### config.mk
export PLATFORM = sky130hd
export DESIGN_NAME = regfile_mp
export DESIGN_NICKNAME = d
export VERILOG_FILES = /design/src/rtl/regfile_mp.sv
export SDC_FILE = /design/constraint.sdc
export NUM_CORES = 1
export LEC_CHECK = 0
export CAP_MARGIN = 10
export CORE_ASPECT_RATIO = 0.5
export CORE_MARGIN = 2
export CORE_UTILIZATION = 30
export DETAILED_ROUTE_END_ITERATION = 6
export HOLD_SLACK_MARGIN = 0.05
export PLACE_DENSITY = 0.48
export SYNTH_ARGS = -nofsm -noshare
export SYNTH_HDL_FRONTEND = slang
export SYNTH_SLANG_ARGS = --single-unit
### constraint.sdc
create_clock -name clk -period 3.9 [get_ports clk]
set_input_delay 0.78 -clock clk [delete_from_list [all_inputs] [get_ports clk]]
set_output_delay 0.78 -clock clk [all_outputs]
set_load 0.05 [all_outputs]
### src/rtl/regfile_mp.sv
// regfile_mp: multi-port register file with one byte-masked write port and
// two registered read ports sharing a read enable.
// After reset (or on a clr request) a sequencer zeroes every entry, one per
// cycle, while busy is high; reads and writes are only accepted when idle.
// Optional feature macro: REGFILE_BYPASS_EN. When defined, a read that hits
// the address written in the same cycle returns the byte-merged new value;
// when undefined it returns the pre-write contents.
module regfile_mp #(
    parameter int DATA_W   = 32,
    parameter int ADDR_W   = 5,
    parameter int ZERO_REG = 1
) (
    input  logic                  clk,
    input  logic                  rst_n,
    input  logic                  sel_n,
    input  logic                  clr,
    input  logic                  we,
    input  logic [ADDR_W-1:0]     waddr,
    input  logic [DATA_W-1:0]     wdata,
    input  logic [DATA_W/8-1:0]   wstrb,
    input  logic                  re,
    input  logic [ADDR_W-1:0]     raddr_a,
    input  logic [ADDR_W-1:0]     raddr_b,
    output logic [DATA_W-1:0]     rdata_a,
    output logic [DATA_W-1:0]     rdata_b,
    output logic                  rvalid,
    output logic                  busy
);

    localparam int NB    = DATA_W / 8;
    localparam int DEPTH = 1 << ADDR_W;
    localparam logic [ADDR_W-1:0] LAST_ADDR = ADDR_W'(DEPTH - 1);

    typedef enum logic {
        S_CLEAR = 1'b0,
        S_READY = 1'b1
    } state_t;

    state_t              state_q, state_d;
    logic [ADDR_W-1:0]   cnt_q, cnt_d;

    // Storage is never reset; the clear sequencer zeroes it instead.
    logic [DATA_W-1:0]   mem_q [DEPTH];

    logic [DATA_W-1:0]   rdata_a_q, rdata_b_q;
    logic                rvalid_q;

    logic                ready;
    logic                rd_acc;
    logic                wr_acc;
    logic                raddr_a_zero, raddr_b_zero;

    assign ready  = (state_q == S_READY);
    assign rd_acc = ready && !sel_n && re;
    // A write in the same cycle as clr is dropped; address 0 is read-only
    // when it is the hardwired zero entry.
    assign wr_acc = ready && !sel_n && we && !clr &&
                    !((ZERO_REG != 0) && (waddr == '0));

    assign raddr_a_zero = (ZERO_REG != 0) && (raddr_a == '0);
    assign raddr_b_zero = (ZERO_REG != 0) && (raddr_b == '0);

    // Sequencer state and clear counter; reset forces a fresh clear pass.
    always_ff @(posedge clk or negedge rst_n) begin
        if (!rst_n) begin
            state_q <= S_CLEAR;
            cnt_q   <= '0;
        end else begin
            state_q <= state_d;
            cnt_q   <= cnt_d;
        end
    end

    // Next-state: CLEAR walks 0..DEPTH-1 then goes READY; clr (re)starts it.
    always_comb begin
        state_d = state_q;
        cnt_d   = cnt_q;
        case (state_q)
            S_CLEAR: begin
                if (clr) begin
                    cnt_d = '0;
                end else if (cnt_q == LAST_ADDR) begin
                    state_d = S_READY;
                    cnt_d   = '0;
                end else begin
                    cnt_d = cnt_q + ADDR_W'(1);
                end
            end
            S_READY: begin
                if (clr) begin
                    state_d = S_CLEAR;
                    cnt_d   = '0;
                end
            end
            default: begin
                state_d = S_CLEAR;
                cnt_d   = '0;
            end
        endcase
    end

    // Single storage write port, shared between the clearer and user writes.
    logic                mem_we;
    logic [ADDR_W-1:0]   mem_addr;
    logic [DATA_W-1:0]   mem_wdata;
    logic [NB-1:0]       mem_be;

    // Select who owns the write port this cycle.
    always_comb begin
        mem_we    = wr_acc;
        mem_addr  = waddr;
        mem_wdata = wdata;
        mem_be    = wstrb;
        if (state_q == S_CLEAR) begin
            mem_we    = 1'b1;
            mem_addr  = cnt_q;
            mem_wdata = '0;
            mem_be    = '1;
        end
    end

    // Byte-masked storage update.
    always_ff @(posedge clk) begin
        if (mem_we) begin
            for (int b = 0; b < NB; b++) begin
                if (mem_be[b]) begin
                    mem_q[mem_addr][b*8 +: 8] <= mem_wdata[b*8 +: 8];
                end
            end
        end
    end

    logic [DATA_W-1:0] old_a, old_b;
    logic [DATA_W-1:0] fwd_a, fwd_b;
    logic [DATA_W-1:0] rd_a_d, rd_b_d;

    assign old_a = mem_q[raddr_a];
    assign old_b = mem_q[raddr_b];

`ifdef REGFILE_BYPASS_EN
    logic [DATA_W-1:0] merged_a, merged_b;

    genvar gi;
    generate
        for (gi = 0; gi < NB; gi++) begin : g_merge
            assign merged_a[gi*8 +: 8] = wstrb[gi] ? wdata[gi*8 +: 8] : old_a[gi*8 +: 8];
            assign merged_b[gi*8 +: 8] = wstrb[gi] ? wdata[gi*8 +: 8] : old_b[gi*8 +: 8];
        end
    endgenerate

    assign fwd_a = (wr_acc && (waddr == raddr_a)) ? merged_a : old_a;
    assign fwd_b = (wr_acc && (waddr == raddr_b)) ? merged_b : old_b;
`else
    assign fwd_a = old_a;
    assign fwd_b = old_b;
`endif

    assign rd_a_d = raddr_a_zero ? '0 : fwd_a;
    assign rd_b_d = raddr_b_zero ? '0 : fwd_b;

    // Registered read data and one-cycle valid; data holds when no read.
    always_ff @(posedge clk or negedge rst_n) begin
        if (!rst_n) begin
            rdata_a_q <= '0;
            rdata_b_q <= '0;
            rvalid_q  <= 1'b0;
        end else begin
            rvalid_q <= rd_acc;
            if (rd_acc) begin
                rdata_a_q <= rd_a_d;
                rdata_b_q <= rd_b_d;
            end
        end
    end

    assign rdata_a = rdata_a_q;
    assign rdata_b = rdata_b_q;
    assign rvalid  = rvalid_q;
    assign busy    = (state_q == S_CLEAR);

endmodule

==> summary by stage <==
Clock network
The clock root buffer is sky130_fd_sc_hd__clkbuf_16. The CTS buffer count is around 110. After clock tree synthesis, the clock-pin slew on the worst setup and hold paths is around 0.06 ns. TritonCTS built the clock tree. CTS saw 1095 sinks. Post-CTS timing repair inserted 0 buffers for setup. Hold repair after CTS inserted 0 buffers. Counting along the longest clock path gives a buffer depth of 3.

The H-tree level count is 3. The post-cts sizing count is 0. The clock latency on the worst-skew pair is 0.74 ns.

Logic synthesis
Counting flops with an async set or reset pin after synthesis yields a share of 0.06484. The share of the Yosys chip area taken by registers is 0.6307. The summed instance area of the synthesized netlist is approximately 52000 µm². The post-synthesis cell type count is 53. The number of standard cells after synthesis is 2888. The register bit count reported by yosys is about 1.1k.

The per-instance average area after synthesis is between 15 and 20 µm². Among all flip-flop cells after synthesis, the most frequent one is sky130_fd_sc_hd__edfxtp_1. The number of enable-type register cells in the synthesized netlist is 1024. The number of nets handed over by synthesis was a little under 3k. The number of warnings printed during yosys synthesis is 0.

Power
The largest voltage drop on the vdd net is ~0.00038 V. For this design the ratio of total power to cell area is around 440 nW/µm². Summed over all cells, the static leakage comes to 21.50 nW. The total power consumption of the routed design is about 27 mW.

GRT
Summed over all layers, the global routing overflow is 0. The initial antenna violation count is 6. For this run, the total global-route usage over all layers was measured as 0.2003.

The first global-routing pass estimated 247800 µm of wire. The via count of the first global-routing pass is 31.35k. The maximum number of pins on one net before global-route repair is just over 60.

Floorplan
The die covers 175400 µm². The number of core rows is about 110. In this run the horizontal extent of the chip is roughly 590 µm. The area of the core region is 170600 µm². The starting utilization of the core area is 0.3024.

The overall die height is between 200 and 300 µm. During I/O placement, the number of pins put on the boundary was roughly 120.

STA
The number of failing hold endpoints at the final stage came to 0. The final critical path time including I/O delays and setup is approximately 3.7 ns. The worst hold margin is ~0.12 ns. The number of slew-limit violations in the final report is 0. For the pin with the worst max-slew slack, the measured transition is approximately 1.4 ns.

Setup violations remaining at the end of the flow were counted as 0. The maximum frequency from static timing analysis is 273.6 MHz. The worst-case headroom to the max-slew limit is 0.07203. The final worst-path cycle share is 0.9372. Setup repair after global routing left no endpoint under its margin. Across the routed clock network, the largest skew measured is 0.02263 ns. For the final routed database, the setup TNS stands at 0 ns.

Layout
Counting the fill cells in the layout gives approximately 16k. Compared with the post-synthesis result, the final layout area differs by 18.03%. The post-route core utilization is 0.3569. The area occupied by multi-input gates is between 15000 and 20000 µm².

The share of cells above drive strength 1 is 0.3737. The top cell types in the final layout, fill and taps aside, are sky130_fd_sc_hd__edfxtp_1, sky130_fd_sc_hd__mux2_2, sky130_fd_sc_hd__buf_4, sky130_fd_sc_hd__mux4_2, sky130_fd_sc_hd__nor2_1. Leaving out fill and tap cells, the most frequent cell in the layout is sky130_fd_sc_hd__edfxtp_1.

Summing all flip-flop and latch instances after layout gives around 33000 µm². The final layout net count is about 3.3k.

Outcome
The flow ran to the end, and the final reports show no timing, DRC or antenna violations.

Critical path
The data required time at the worst endpoint is 3.12 ns. The worst setup path is captured at an output port. The cell family with the largest share of critical-path delay is buffers and inverters. In this run the worst path has a maximum fanout of 43.

The number of buffer and inverter stages on the critical path is 2. STA classifies the critical path startpoint as a flop. Traced cell by cell, the critical path runs through clkinv_1, clkdlybuf4s50_1.

The worst setup path is of the flop to output port kind. For this run, the slowest stage of the critical path takes approximately 0.82 ns. The endpoint arrival time on the critical path is around 2.9 ns. The critical path's slowest cell is sky130_fd_sc_hd__dfrtp_2.

Placement
The post-detailed-placement half-perimeter wirelength is about 120000 µm. The final weighted congestion of routability-driven global placement is slightly below 0.9. During placement, the flow inserted port buffers numbering approximately 120.

Drt
The count of nets left with antenna violations once routing finished came out at 0. The first TritonRoute pass finished after 7 iterations. For this block, the initial DRC count from the detailed router was roughly 3k. Dividing the detail-routed via count by the number of cells gives ~5.5.

Across all layers, the routed design uses between 30k and 40k vias. The detailed-route DRC error count is 0. The average detailed-routed wire length per instance is 31.75 µm. The total wirelength of the detailed-routed design is 178800 µm.

Hold path
The classification of the worst-slack hold path is input port to async pin.

Job
Across the run, the number of max-cap violations was 0.
==> final cells by class <==
class	instances	area share
diodes	5	0.0002055
clock buffers	140	0.04875
clock inverters	68	0.01330
inverters	4	0.0002466
multi-input cells	1556	0.2868
flip-flops and latches	1095	0.5343
well taps	2289	0.04705
repair buffers	474	0.06927
==> cell usage after synthesis, types with 30 or more instances <==
master	instances	area share
sky130_fd_sc_hd__buf_4	50	0.0073
sky130_fd_sc_hd__and2_1	34	0.0041
sky130_fd_sc_hd__nand3_1	31	0.0030
sky130_fd_sc_hd__mux2i_1	141	0.027
sky130_fd_sc_hd__dfrtp_1	71	0.034
sky130_fd_sc_hd__o22ai_1	184	0.022
sky130_fd_sc_hd__buf_2	48	0.0047
sky130_fd_sc_hd__edfxtp_1	1024	0.60
sky130_fd_sc_hd__mux4_2	307	0.13
sky130_fd_sc_hd__mux2_2	365	0.080
sky130_fd_sc_hd__a22o_1	60	0.010
sky130_fd_sc_hd__a2111oi_0	47	0.0080
sky130_fd_sc_hd__clkbuf_1	77	0.0056
sky130_fd_sc_hd__a211oi_1	62	0.0090
sky130_fd_sc_hd__nor2_1	204	0.015
sky130_fd_sc_hd__buf_6	30	0.0066
==> metal layers <==
metal	global-route usage	part of all wire
met1	0.2742	0.43
met2	0.3318	0.48
met3	0.03396	0.059
met5	0	0.000039
met4	0.04780	0.023
==> logic make-up after synthesis <==
group	synth area share
AO/OA/AOI/OAI	0.05762
adder cells (fa/ha/maj)	0.0004851
buffers and inverters	0.03265
flip-flops	0.6307
multiplexers	0.2496
AND/OR/NAND/NOR	0.02894
==> path summary, 6_finish.rpt <==
| kind | slack, ns | startpoint | endpoint | cells after the start |
|---|---|---|---|---|
| min in group clk | 0.51 | rdata_b[7] | rdata_b[7] | 1 |
| setup / recovery | 0.25 | ready | busy | 2 |
| hold reg to reg | 0.51 | rdata_b[7] | rdata_b[7] | 1 |
| hold / removal | 0.12 | rst_n | rdata_a[19] | 1 |
| max in group asynchronous | 2.96 | rst_n | rdata_a[2] | 2 |
| setup reg to reg | 0.57 | ready | mem_q[20][25] | 7 |
==> power breakdown <==
group | internal [mW] | switching [mW] | leakage (nW)
registers | 12.8 | 0.128 | 11.0
clock network | 6.46 | 4.81 | 1.85
logic | 0.986 | 1.29 | 8.63
total | 20.3 | 6.22 | 21.5
==> through the flow <==
stage                     cells  area [µm²]  setup slack [ns]
after floorplan            2888       51570             1.253
after global placement     5414       57060           -0.2433
after detailed placement   5417       57080          -0.07857
after CTS                  5625       60860            0.1972
after global routing       5626       60860           0.07955
final                      5631       60870            0.2450
==> sequential cells by signal, summed over array words and instances (netlist names) <==
signal and count:
ready 1, cnt_q 5, rdata_b 32, rdata_a 32, mem_q 1024, rvalid 1
Power figures use the tool's default switching activity.
